## src/rtl/lane_hit_judge.sv

```systemverilog
// Per-lane judge: debounces the lane key, grades the lowest notes on a press,
// flags notes that scroll out unjudged, and keeps score/combo counters.
module lane_hit_judge #(
    parameter int DEBOUNCE = 1000,
    parameter int CW       = 8
) (
    input  logic          clk,
    input  logic          RST,
    input  logic          key_n,
    input  logic          game_en,
    input  logic [15:0]   lane_rows,
    input  logic          shift_tick,
    output logic          score,
    output logic          near,
    output logic          miss,
    output logic [7:0]    clr_slot,
    output logic [CW-1:0] hits,
    output logic [CW-1:0] nears,
    output logic [CW-1:0] misses,
    output logic [CW-1:0] combo,
    output logic [CW-1:0] max_combo
);

    localparam int DW = $clog2(DEBOUNCE + 1);
    localparam logic [CW-1:0] CNT_MAX = {CW{1'b1}};

    typedef enum logic {
        KEY_RELEASED = 1'b0,
        KEY_HELD     = 1'b1
    } key_state_t;

    // ---------------------------------------------------------------
    // Key synchroniser and debounce
    // ---------------------------------------------------------------
    // The synchroniser stores the inverted key so a cleared register means "released".
    logic          sync1_reg;
    logic          sync2_reg;
    logic          key_s;
    logic          key_stable_reg;
    logic [DW-1:0] db_cnt_reg;

    assign key_s = sync2_reg;

    always_ff @(posedge clk) begin
        if (RST) begin
            sync1_reg <= 1'b0;
            sync2_reg <= 1'b0;
        end else begin
            sync1_reg <= ~key_n;
            sync2_reg <= sync1_reg;
        end
    end

    always_ff @(posedge clk) begin
        if (RST) begin
            key_stable_reg <= 1'b0;
            db_cnt_reg     <= '0;
        end else if (key_s != key_stable_reg) begin
            if (db_cnt_reg == DW'(DEBOUNCE - 1)) begin
                key_stable_reg <= key_s;
                db_cnt_reg     <= '0;
            end else begin
                db_cnt_reg <= db_cnt_reg + DW'(1);
            end
        end else begin
            db_cnt_reg <= '0;
        end
    end

    // ---------------------------------------------------------------
    // Key FSM: a single press event on the rising edge of the debounced level
    // ---------------------------------------------------------------
    key_state_t key_state_reg;
    key_state_t key_state_next;
    logic       press_raw;

    always_ff @(posedge clk) begin
        if (RST) begin
            key_state_reg <= KEY_RELEASED;
        end else begin
            key_state_reg <= key_state_next;
        end
    end

    always_comb begin
        key_state_next = key_state_reg;
        press_raw      = 1'b0;
        case (key_state_reg)
            KEY_RELEASED: begin
                if (key_stable_reg) begin
                    key_state_next = KEY_HELD;
                    press_raw      = 1'b1;
                end
            end
            KEY_HELD: begin
                if (!key_stable_reg) begin
                    key_state_next = KEY_RELEASED;
                end
            end
            default: key_state_next = KEY_RELEASED;
        endcase
    end

    // ---------------------------------------------------------------
    // Slot occupancy and grading
    // ---------------------------------------------------------------
    logic [7:0] occ;
    logic [7:0] judged_reg;
    logic [7:0] judged_next;
    logic [7:0] set_mask;
    logic       press_ev;
    logic       hit0;
    logic       hit1;
    logic       miss_ev;

    generate
        for (genvar gi = 0; gi < 8; gi++) begin : g_occ
            assign occ[gi] = |lane_rows[2*gi+1 -: 2];
        end
    endgenerate

    assign press_ev = press_raw & game_en;
    assign hit0     = press_ev & occ[0] & ~judged_reg[0];
    assign hit1     = press_ev & ~hit0 & occ[1] & ~judged_reg[1];
    assign set_mask = {6'b0, hit1, hit0};
    // A note graded in this very cycle is never also counted as scrolling out.
    assign miss_ev  = shift_tick & game_en & occ[0] & ~(judged_reg[0] | set_mask[0]);

    always_comb begin
        judged_next = judged_reg | set_mask;
        if (!game_en) begin
            judged_next = '0;
        end else if (shift_tick) begin
            judged_next = {1'b0, judged_next[7:1]};
        end
    end

    always_ff @(posedge clk) begin
        if (RST) begin
            judged_reg <= '0;
        end else begin
            judged_reg <= judged_next;
        end
    end

    // ---------------------------------------------------------------
    // Registered pulses and saturating counters
    // ---------------------------------------------------------------
    function automatic logic [CW-1:0] sat_inc(input logic [CW-1:0] v);
        return (v == CNT_MAX) ? v : v + CW'(1);
    endfunction

    logic [CW-1:0] combo_next;
    logic [CW-1:0] max_combo_next;

    always_comb begin
        combo_next = combo;
        if (miss_ev) begin
            combo_next = '0;
        end else if (hit0 | hit1) begin
            combo_next = sat_inc(combo);
        end
        max_combo_next = (combo_next > max_combo) ? combo_next : max_combo;
    end

    always_ff @(posedge clk) begin
        if (RST) begin
            score     <= 1'b0;
            near      <= 1'b0;
            miss      <= 1'b0;
            clr_slot  <= '0;
            hits      <= '0;
            nears     <= '0;
            misses    <= '0;
            combo     <= '0;
            max_combo <= '0;
        end else begin
            score     <= hit0;
            near      <= hit1;
            miss      <= miss_ev;
            clr_slot  <= set_mask;
            combo     <= combo_next;
            max_combo <= max_combo_next;
            if (hit0) begin
                hits <= sat_inc(hits);
            end
            if (hit1) begin
                nears <= sat_inc(nears);
            end
            if (miss_ev) begin
                misses <= sat_inc(misses);
            end
        end
    end

endmodule
```

## config.mk

```make
export PLATFORM = sky130hd
export DESIGN_NAME = lane_hit_judge
export DESIGN_NICKNAME = d
export VERILOG_FILES = /design/src/rtl/lane_hit_judge.sv
export SDC_FILE = /design/constraint.sdc
export NUM_CORES = 1
export LEC_CHECK = 0
export ABC_CLOCK_PERIOD_IN_PS = 8150
export CORE_MARGIN = 2
export CORE_UTILIZATION = 53
export DETAILED_ROUTE_END_ITERATION = 16
export PLACE_DENSITY = 0.85
export SLEW_MARGIN = 10
export SYNTH_ARGS = -nofsm -noshare
export SYNTH_HDL_FRONTEND = slang
export SYNTH_SLANG_ARGS = --single-unit
```

## constraint.sdc

```tcl
create_clock -name clk -period 8.15 [get_ports clk]
set_clock_uncertainty 0.05 [all_clocks]
set_input_delay 0.815 -clock clk [delete_from_list [all_inputs] [get_ports clk]]
set_output_delay 0.815 -clock clk [all_outputs]
set_load 0.02 [all_outputs]
```

* Word level (Yosys, flattened, before mapping)
Cells that the tools add are included.
W data, S select, Z words.
** Cells by class
- Mux-type cells :: 6
- Magnitude comparators :: 1
- Reductions and logical operators :: 9
- Equal/unequal tests :: 6
- Add/sub/neg operators :: 5
- Bitwise operators :: 22
** Operators with widths (count)
- $add A8 B1 Y8 const B :: 4
- $eq A8 B8 Y1 const B :: 4
- $mux W8 :: 3
- $add A10 B1 Y10 const B :: 1
- $eq A10 B10 Y1 const B :: 1
- $not A1 Y1 :: 10
- $and A1 B1 Y1 :: 9
- $gt A8 B8 Y1 :: 1
- $or A8 B2 Y8 :: 1
- $reduce_and A2 Y1 :: 4
- $mux W7 :: 1
- $reduce_or A2 Y1 :: 3
- $reduce_or A3 Y1 :: 2
- $mux W1 :: 2
- $or A1 B1 Y1 :: 2
- $ne A1 B1 Y1 :: 1
** Word-level totals
- Output and inout bits :: 51
- Word-level logic and storage cells :: 66
- Input bits :: 21
- Register bits after elaboration :: 73

* Depth between registers and ports, before layout
Gate-level depths: netlist of run 1.
- Depth after elaboration :: 13
- Mapped depth :: 13
- Depth with buffers taken out :: 12

* Worst setup path after synthesis of run 1
No wires, ideal clock.
- Path type :: input -> register
- From :: input port game_en
- To :: register max_combo[1]
- Arrival :: 3.058 ns
- Required time :: 7.960 ns
- Path buffers :: 2
- Stages :: 11
- Setup slack :: 4.903 ns
- Path through :: and3b_1 nor3_1 clkbuf_1 nor2_1 ha_1 a211oi_1 nor2_1 nor4bb_1 or3_1 clkbuf_1 o32ai_1
** Between the ends
- Cells in the longest elaborated chain, start to end :: 11
- Elaborated cells between the ends (all ways) :: 16
- Those cells by class :: 1 x order compare; 2 x mux; 13 x bitwise
** Ends and longest elaborated chain
- start, declared :: RTL line 10 : input logic game_en,
- $and A1 B1 Y1 :: RTL line 122 : assign press_ev = press_raw & game_en;
- $and A1 B1 Y1 (2 in a row) :: RTL line 123 : assign hit0 = press_ev & occ[0] & ~judged_reg[0];
- $not A1 Y1 :: RTL line 124 : assign hit1 = press_ev & ~hit0 & occ[1] & ~judged_reg[1];
- $and A1 B1 Y1 (3 in a row) :: RTL line 124
- $or A1 B1 Y1 :: RTL line 160 : end else if (hit0 | hit1) begin
- $mux W8 :: RTL line 160
- $mux W8 (*) :: RTL line 158 : if (miss_ev) begin
- named net combo_next[5] :: RTL line 153 : logic [CW-1:0] combo_next;
- $gt A8 B8 Y1 (*) :: RTL line 163 : max_combo_next = (combo_next > max_combo) ? combo_next : max_combo;
- end signal, assigned :: RTL line 183 : max_combo <= max_combo_next;
- end, declared :: RTL line 21 : output logic [CW-1:0] max_combo
Mark *: on every way through the listed nets, which the timed path passes. The rest lies on a longest branch.
A chain may end at the register's enable or synchronous reset.

* Final worst setup path of run 1
- From :: input port game_en
- To :: register max_combo[5]
** Between the ends
- Cells in the longest elaborated chain, start to end :: 11
- Elaborated cells between the ends (all ways) :: 16
- Those cells by class :: 1 x order compare; 2 x mux; 13 x bitwise
** Ends and longest elaborated chain (RTL line)
- $and A1 B1 Y1 :: 122
- $and A1 B1 Y1 (2 in a row) :: 123
- $not A1 Y1 :: 124
- $and A1 B1 Y1 (3 in a row) :: 124
- $or A1 B1 Y1 :: 160
- $mux W8 :: 160
- $mux W8 (*) :: 158
- named net combo_next[5] :: 153
- $gt A8 B8 Y1 :: 163
Marks and branches as above.

==> flow_metrics.py, run 1 <==
metrics = {
    "status": {
        "status": "finished clean",
    },
    "global_route": {
        "grt_pass1_wl_um": 10010,
        "track_usage": 0.2130,
        "grt_overflow_total": 0,
        "antenna_found_initial": 0,
        "grt_pass1_vias": 2283,
        "grt_max_degree": 39,
    },
    "power_and_ir_drop": {
        "power_leakage_nw": 1.294,
        "p_clk_frac": 0.444,
        "p_int_mw": 0.4412,
        "swShare": 0.2167,
        "power_frac_seq": 0.517,
        "powerDensity_nw_per_um2": 156.5,
        "comb_power_share": 0.040,
        "p_switching_mw": 0.1221,
        "ir_drop_mv": 0.1325,
    },
    "detailed_routing": {
        "vias": 2557,
        "drcViolationCount": 0,
        "wirelength_um": 6172,
        "wire_per_inst_um": 13.30,
        "drtAntennaViolNets": 0,
        "drt_iter0_drc": 99,
        "firstDrtPassIters": 4,
        "via_per_inst": 5.511,
    },
    "synthesis": {
        "ys.flop_type": "dfxtp_1",
        "ys_seq_area_frac": 0.4137,
        "yosys-top-cells-area": "dfxtp_1 41%, nor2_1 7.9%, xnor2_1 6.1%, ha_1 5.7%, nand2_1 3.8%",
        "yosysTopAreaCell": "dfxtp_1",
        "synth_cells": 334,
        "synth_top_area_frac": 0.4137,
        "yosys_warnings": 0,
        "netlist_area_um2": 2855,
        "synth_edf_count": 0,
        "synth_seq_cells": 59,
        "async_flop_share": 0,
        "yosysUniqueCellTypes": 49,
        "avgSynthCellArea_um2": 8.549,
    },
    "finish": {
        "nNetsFinal": 423,
        "drive_above_1_share": 0.05838,
        "nFillCells": 436,
        "final_cell_mix": "60 x nor2_1, 59 x dfxtp_1, 53 x clkdlybuf4s50_1, 29 x nand2_1, 20 x xnor2_1",
        "layout.cells.non_filler": 464,
        "largest_register_ff_count": 10,
        "design_area_um2": 3598,
        "n_antenna_cell": 0,
        "mostFrequentLayoutCell": "nor2_1",
        "final_core_util": 0.7001,
        "areaGrowthSynthToFinish_pct": 26.03,
    },
    "placement": {
        "hpwl_um": 4445,
        "port_buffers": 53,
        "place_ws_ns": 4.003,
        "dpl_cell_area_um2": 3407,
        "place.gp.congestion": 0.8350,
        "dp.cells": 448,
    },
    "clock_tree": {
        "cts.repair.resized": 0,
        "tritoncts": "yes",
        "holdBufCountCts": 0,
        "cts-root-buf": "clkbuf_8",
        "clock_latency_ns": 0.33,
        "post_cts_buffers": 0,
        "htreeDepth": 3,
        "cts.clk_slew.worst_paths_ns": 0.06,
        "cts_sinks": 59,
        "cts.path.max_buffers": 2,
        "numCtsBuffers": 9,
    },
    "floorplanning": {
        "ios": 72,
        "floorplan.initialDensity": 0.5555,
        "rows": 26,
        "die-height_um": 77.40,
        "die_width_um": 77.40,
        "coreArea_um2": 5140,
        "die-area_um2": 5990,
    },
    "critical_path": {
        "required_ns": 8.33,
        "cp_cell_sequence": "clkdlybuf4s50_1 > nand3b_4 > a21oi_1 > nand3_1 > xor2_1 > nor2_1 > ha_1 > and4_1 > nand4_1 > o31ai_1 > or3_1 > o32ai_1",
        "critPathSlowestCell": "clkdlybuf4s50_1",
        "end_kind": "flop",
        "path_max_fanout": 8,
        "arrival_ns": 4.08,
        "critical-path-top-delay-family": "simple AND/OR/NAND/NOR gates",
        "max_stage_delay_ns": 0.57,
        "critical_path_class": "in2reg",
        "crit_buf_inv": 1,
        "start_kind": "input pin",
    },
    "timing": {
        "fmax_mhz": 256.0,
        "rsz0062_at_grt": "false",
        "finalCriticalPeriod_ns": 3.907,
        "tns_ns": 0,
        "finalMaxSlewViolations": 0,
        "relSlewSlack": 0.4641,
        "layout_setup_ws_ns": 4.243,
        "period_share": 0.4793,
        "finalSetupViolations": 0,
        "hold_viol": 0,
        "worst_pin_slew_ns": 0.7978,
    },
    "min_path": {
        "hold_class": "reg2reg",
    },
    "flow_run": {
        "drv_cap": 0,
    },
}
==> per-layer routing <==
layer | vias to the layer above | part of all wire | global-route usage
met5 | - | 0 | 0
met4 | 0 | 0.032 | 0.1304
met3 | 20 | 0.066 | 0.06860
met2 | 86 | 0.49 | 0.3530
met1 | 1197 | 0.42 | 0.2373
li1 | 1254 | - | -
==> metrics by stage <==
stage	hold WS [ns]	power, mW
floorplan	0.3630	0.3125
global route	0.4085	0.5856
global placement	0.3667	0.3192
finish	0.3970	0.5632
CTS	0.3995	0.5699
detailed placement	0.3845	0.3195
==> path summary, 6_finish.rpt <==
path	startpoint	endpoint	slack (ns)	cells after the start
setup / recovery	game_en	max_combo[5]$_SDFFE_PP0N_	4.24	12
hold / removal	sync1_reg$_SDFF_PP0_	key_s$_SDFF_PP0_	0.40	1
setup reg to reg	combo[0]$_SDFF_PP0_	max_combo[5]$_SDFFE_PP0N_	4.74	12
hold reg to reg	sync1_reg$_SDFF_PP0_	key_s$_SDFF_PP0_	0.40	1
==> Yosys cell counts (3+ instances only) <==
| cell type | number |
|---|---|
| nand4_1 | 6 |
| mux2i_1 | 4 |
| o21ai_0 | 7 |
| ha_1 | 13 |
| nor2b_1 | 5 |
| xor2_1 | 8 |
| a21oi_1 | 9 |
| nor4_1 | 4 |
| inv_1 | 13 |
| o32ai_1 | 6 |
| nor2_1 | 60 |
| and4_1 | 3 |
| and3_1 | 5 |
| dfxtp_1 | 59 |
| nand3_1 | 15 |
| nand2_1 | 29 |
| nor3_1 | 16 |
| xnor2_1 | 20 |
| or3_1 | 5 |
| buf_4 | 8 |
| clkbuf_1 | 3 |
==> final cells by class <==
cell class | instances | area [um2] | share of cell area
clock inverter | 1 | 5.005 | 0.001391
sequential | 59 | 1181 | 0.3282
inverter | 14 | 52.55 | 0.01460
timing repair buffer | 55 | 545.5 | 0.1516
multi-input combinational | 250 | 1540 | 0.4280
tap | 70 | 87.58 | 0.02434
clock buffer | 15 | 186.4 | 0.05181
==> power by group through the flow <==
stage | Sequential [mW] | Combinational, mW | Clock (mW)
floorplan | 0.298 | 0.0145 | 0
global placement | 0.297 | 0.0220 | 0
detailed placement | 0.297 | 0.0222 | 0
CTS | 0.291 | 0.0225 | 0.257
global route | 0.291 | 0.0246 | 0.270
finish | 0.291 | 0.0223 | 0.250
==> kinds of logic after synthesis <==
kind of cell             synth area share
AO/OA/AOI/OAI                     0.07932
XOR/XNOR                          0.08589
adder cells (fa/ha/maj)           0.05697
buffers and inverters             0.05346
flip-flops                         0.4137
multiplexers                      0.02191
other                            0.001313
AND/OR/NAND/NOR                    0.2875
Note: power is estimated with default switching activity, not from simulation.
==> run 2: changes to the inputs <==
--- a/config.mk
+++ b/config.mk
@@ -5,11 +5,11 @@
 export SDC_FILE = /design/constraint.sdc
 export NUM_CORES = 1
 export LEC_CHECK = 0
-export ABC_CLOCK_PERIOD_IN_PS = 8150
+export ABC_CLOCK_PERIOD_IN_PS = 3400
 export CORE_MARGIN = 2
-export CORE_UTILIZATION = 53
+export CORE_UTILIZATION = 44
 export DETAILED_ROUTE_END_ITERATION = 16
-export PLACE_DENSITY = 0.85
+export PLACE_DENSITY = 0.76
 export SLEW_MARGIN = 10
 export SYNTH_ARGS = -nofsm -noshare
 export SYNTH_HDL_FRONTEND = slang
==> constraint.sdc (replaced) <==
create_clock -name clk -period 3.4 [get_ports clk]
set_clock_uncertainty 0.05 [all_clocks]
set_input_delay 0.34 -clock clk [delete_from_list [all_inputs] [get_ports clk]]
set_output_delay 0.34 -clock clk [all_outputs]
set_load 0.02 [all_outputs]
==> flow_metrics.py, run 2 (synthesis results as in run 1) <==
metrics = {
    "power_and_ir_drop": {
        "power_leakage_nw": 1.366,
        "powerDensity_nw_per_um2": 374.0,
        "power.total_mw": 1.398,
        "ir_drop_mv": 0.2027,
    },
    "finish": {
        "final_core_util": 0.5920,
        "nFillCells": 568,
        "final_cell_mix": "60 x nor2_1, 59 x dfxtp_1, 53 x clkdlybuf4s50_1, 29 x nand2_1, 20 x xnor2_1",
        "mostFrequentLayoutCell": "nor2_1",
        "areaGrowthSynthToFinish_pct": 30.89,
        "n_antenna_cell": 0,
        "largest_register_ff_count": 10,
        "layout.cells.non_filler": 486,
        "regArea_um2": 1181,
        "multi_input_area_um2": 1546,
        "nNetsFinal": 438,
        "drive_above_1_share": 0.1002,
    },
    "detailed_routing": {
        "drcViolationCount": 0,
        "via_per_inst": 5.187,
        "wirelength_um": 6098,
        "vias": 2521,
        "wire_per_inst_um": 12.55,
        "drt_iter0_drc": 88,
        "firstDrtPassIters": 4,
        "drtAntennaViolNets": 0,
    },
    "critical_path": {
        "arrival_ns": 3.22,
        "r2r-end": "max_combo[6]$_SDFFE_PP0N_",
        "r2r_setup_slack_ns": 0.32,
        "start_kind": "flop",
        "crit_path_end": "max_combo[6]$_SDFFE_PP0N_",
        "reg2reg_depth": 13,
        "critical_path_class": "reg2reg",
        "path_max_fanout": 8,
        "startpoint": "combo[1]$_SDFF_PP0_",
        "end_kind": "flop",
        "rr_startpoint": "combo[1]$_SDFF_PP0_",
        "required_ns": 3.54,
    },
    "status": {
        "status": "finished clean",
    },
    "placement": {
        "place.gp.congestion": 0.8569,
        "dp.cells": 470,
        "hpwl_um": 4510,
        "port_buffers": 53,
    },
    "flow_run": {
        "drv_cap": 0,
    },
    "floorplanning": {
        "ios": 72,
        "die-height_um": 84.56,
        "rows": 29,
        "die_width_um": 84.56,
        "coreArea_um2": 6314,
        "die-area_um2": 7150,
        "floorplan.initialDensity": 0.4522,
    },
    "global_route": {
        "track_usage": 0.1771,
        "grt_pass1_wl_um": 10310,
        "grt_overflow_total": 0,
        "grt_max_degree": 39,
        "antenna_found_initial": 0,
        "grt_pass1_vias": 2367,
    },
    "timing": {
        "finalMaxSlewViolations": 0,
        "worst_pin_slew_ns": 0.7900,
        "finalCriticalPeriod_ns": 3.082,
        "period_share": 0.9065,
        "finalSetupViolations": 0,
        "hold_viol": 0,
        "fmax_mhz": 324.5,
        "rsz0062_at_grt": "false",
        "relSlewSlack": 0.4693,
    },
    "clock_tree": {
        "cts_sinks": 59,
        "clock_latency_ns": 0.33,
        "numCtsBuffers": 9,
        "cts-root-buf": "clkbuf_8",
        "tritoncts": "yes",
        "cts.clk_slew.worst_paths_ns": 0.07,
        "holdBufCountCts": 0,
        "cts.path.max_buffers": 2,
        "htreeDepth": 3,
    },
    "min_path": {
        "hold_class": "reg2reg",
    },
}
[run 2: worst min-delay path by stage]
stage,startpoint,end,slack [ns],depth (start not counted)
2_1_floorplan,key_n,sync1_reg$_SDFF_PP0_,0.36,1
3_3_place_gp,sync1_reg$_SDFF_PP0_,key_s$_SDFF_PP0_,0.37,1
3_5_place_dp,sync1_reg$_SDFF_PP0_,key_s$_SDFF_PP0_,0.38,1
4_1_cts,db_cnt_reg[0]$_SDFF_PP0_,db_cnt_reg[0]$_SDFF_PP0_,0.40,1
5_1_grt,db_cnt_reg[0]$_SDFF_PP0_,db_cnt_reg[0]$_SDFF_PP0_,0.42,1
6_report,db_cnt_reg[0]$_SDFF_PP0_,db_cnt_reg[0]$_SDFF_PP0_,0.40,1
[run 2: final cells by class]
type                            instances  share of cell area
Clock buffer                           10             0.03683
Clock inverter                          6             0.01741
Inverter                               14             0.01406
Multi-Input combinational cell        250              0.4138
Sequential cell                        59              0.3160
Tap cell                               77             0.02578
Timing Repair Buffer                   70              0.1761
[run 2: worst max-delay path: stages, from the launching register on]
cell       delay (ns)
dfxtp_1          0.39
ha_1             0.21
nand3_1          0.15
a2111oi_1        0.40
buf_4            0.18
nand3b_1         0.06
o21ai_0          0.12
nor2_1           0.08
ha_1             0.28
and4_1           0.22
nand4_1          0.11
o31ai_1          0.09
nor2_1           0.45
o32ai_1          0.14
[run 2: report_power, final]
part,internal [mW],switching [mW]
sequential,0.694,0.00251
combinational,0.0221,0.0350
clock,0.358,0.286
total,1.07,0.323
[run 2: timing repair]
item,4_1_cts,5_1_grt
setup buffers,0,0
endpoints found under the setup margin,0,8
gates resized for setup,0,2
hold endpoints to repair,0,0
[run 2: routing by layer]
layer	track usage	vias up	share of wire
met1	0.2165	1174	0.45
met4	0.07937	0	0.012
li1	-	1280	-
met5	0	-	0
met2	0.3035	58	0.50
met3	0.03147	9	0.038
[run 2: through the flow]
stage | worst slack, ns | hold WS [ns] | cell area (um2) | TNS (ns)
2_1_floorplan | 0.3751 | 0.3567 | 2874 | 0
3_3_place_gp | 0.01902 | 0.3733 | 3528 | 0
3_5_place_dp | -0.09471 | 0.3826 | 3528 | -0.6975
4_1_cts | 0.2232 | 0.4009 | 3731 | 0
5_1_grt | 0.05030 | 0.4227 | 3737 | 0
6_report | 0.3179 | 0.4012 | 3737 | 0
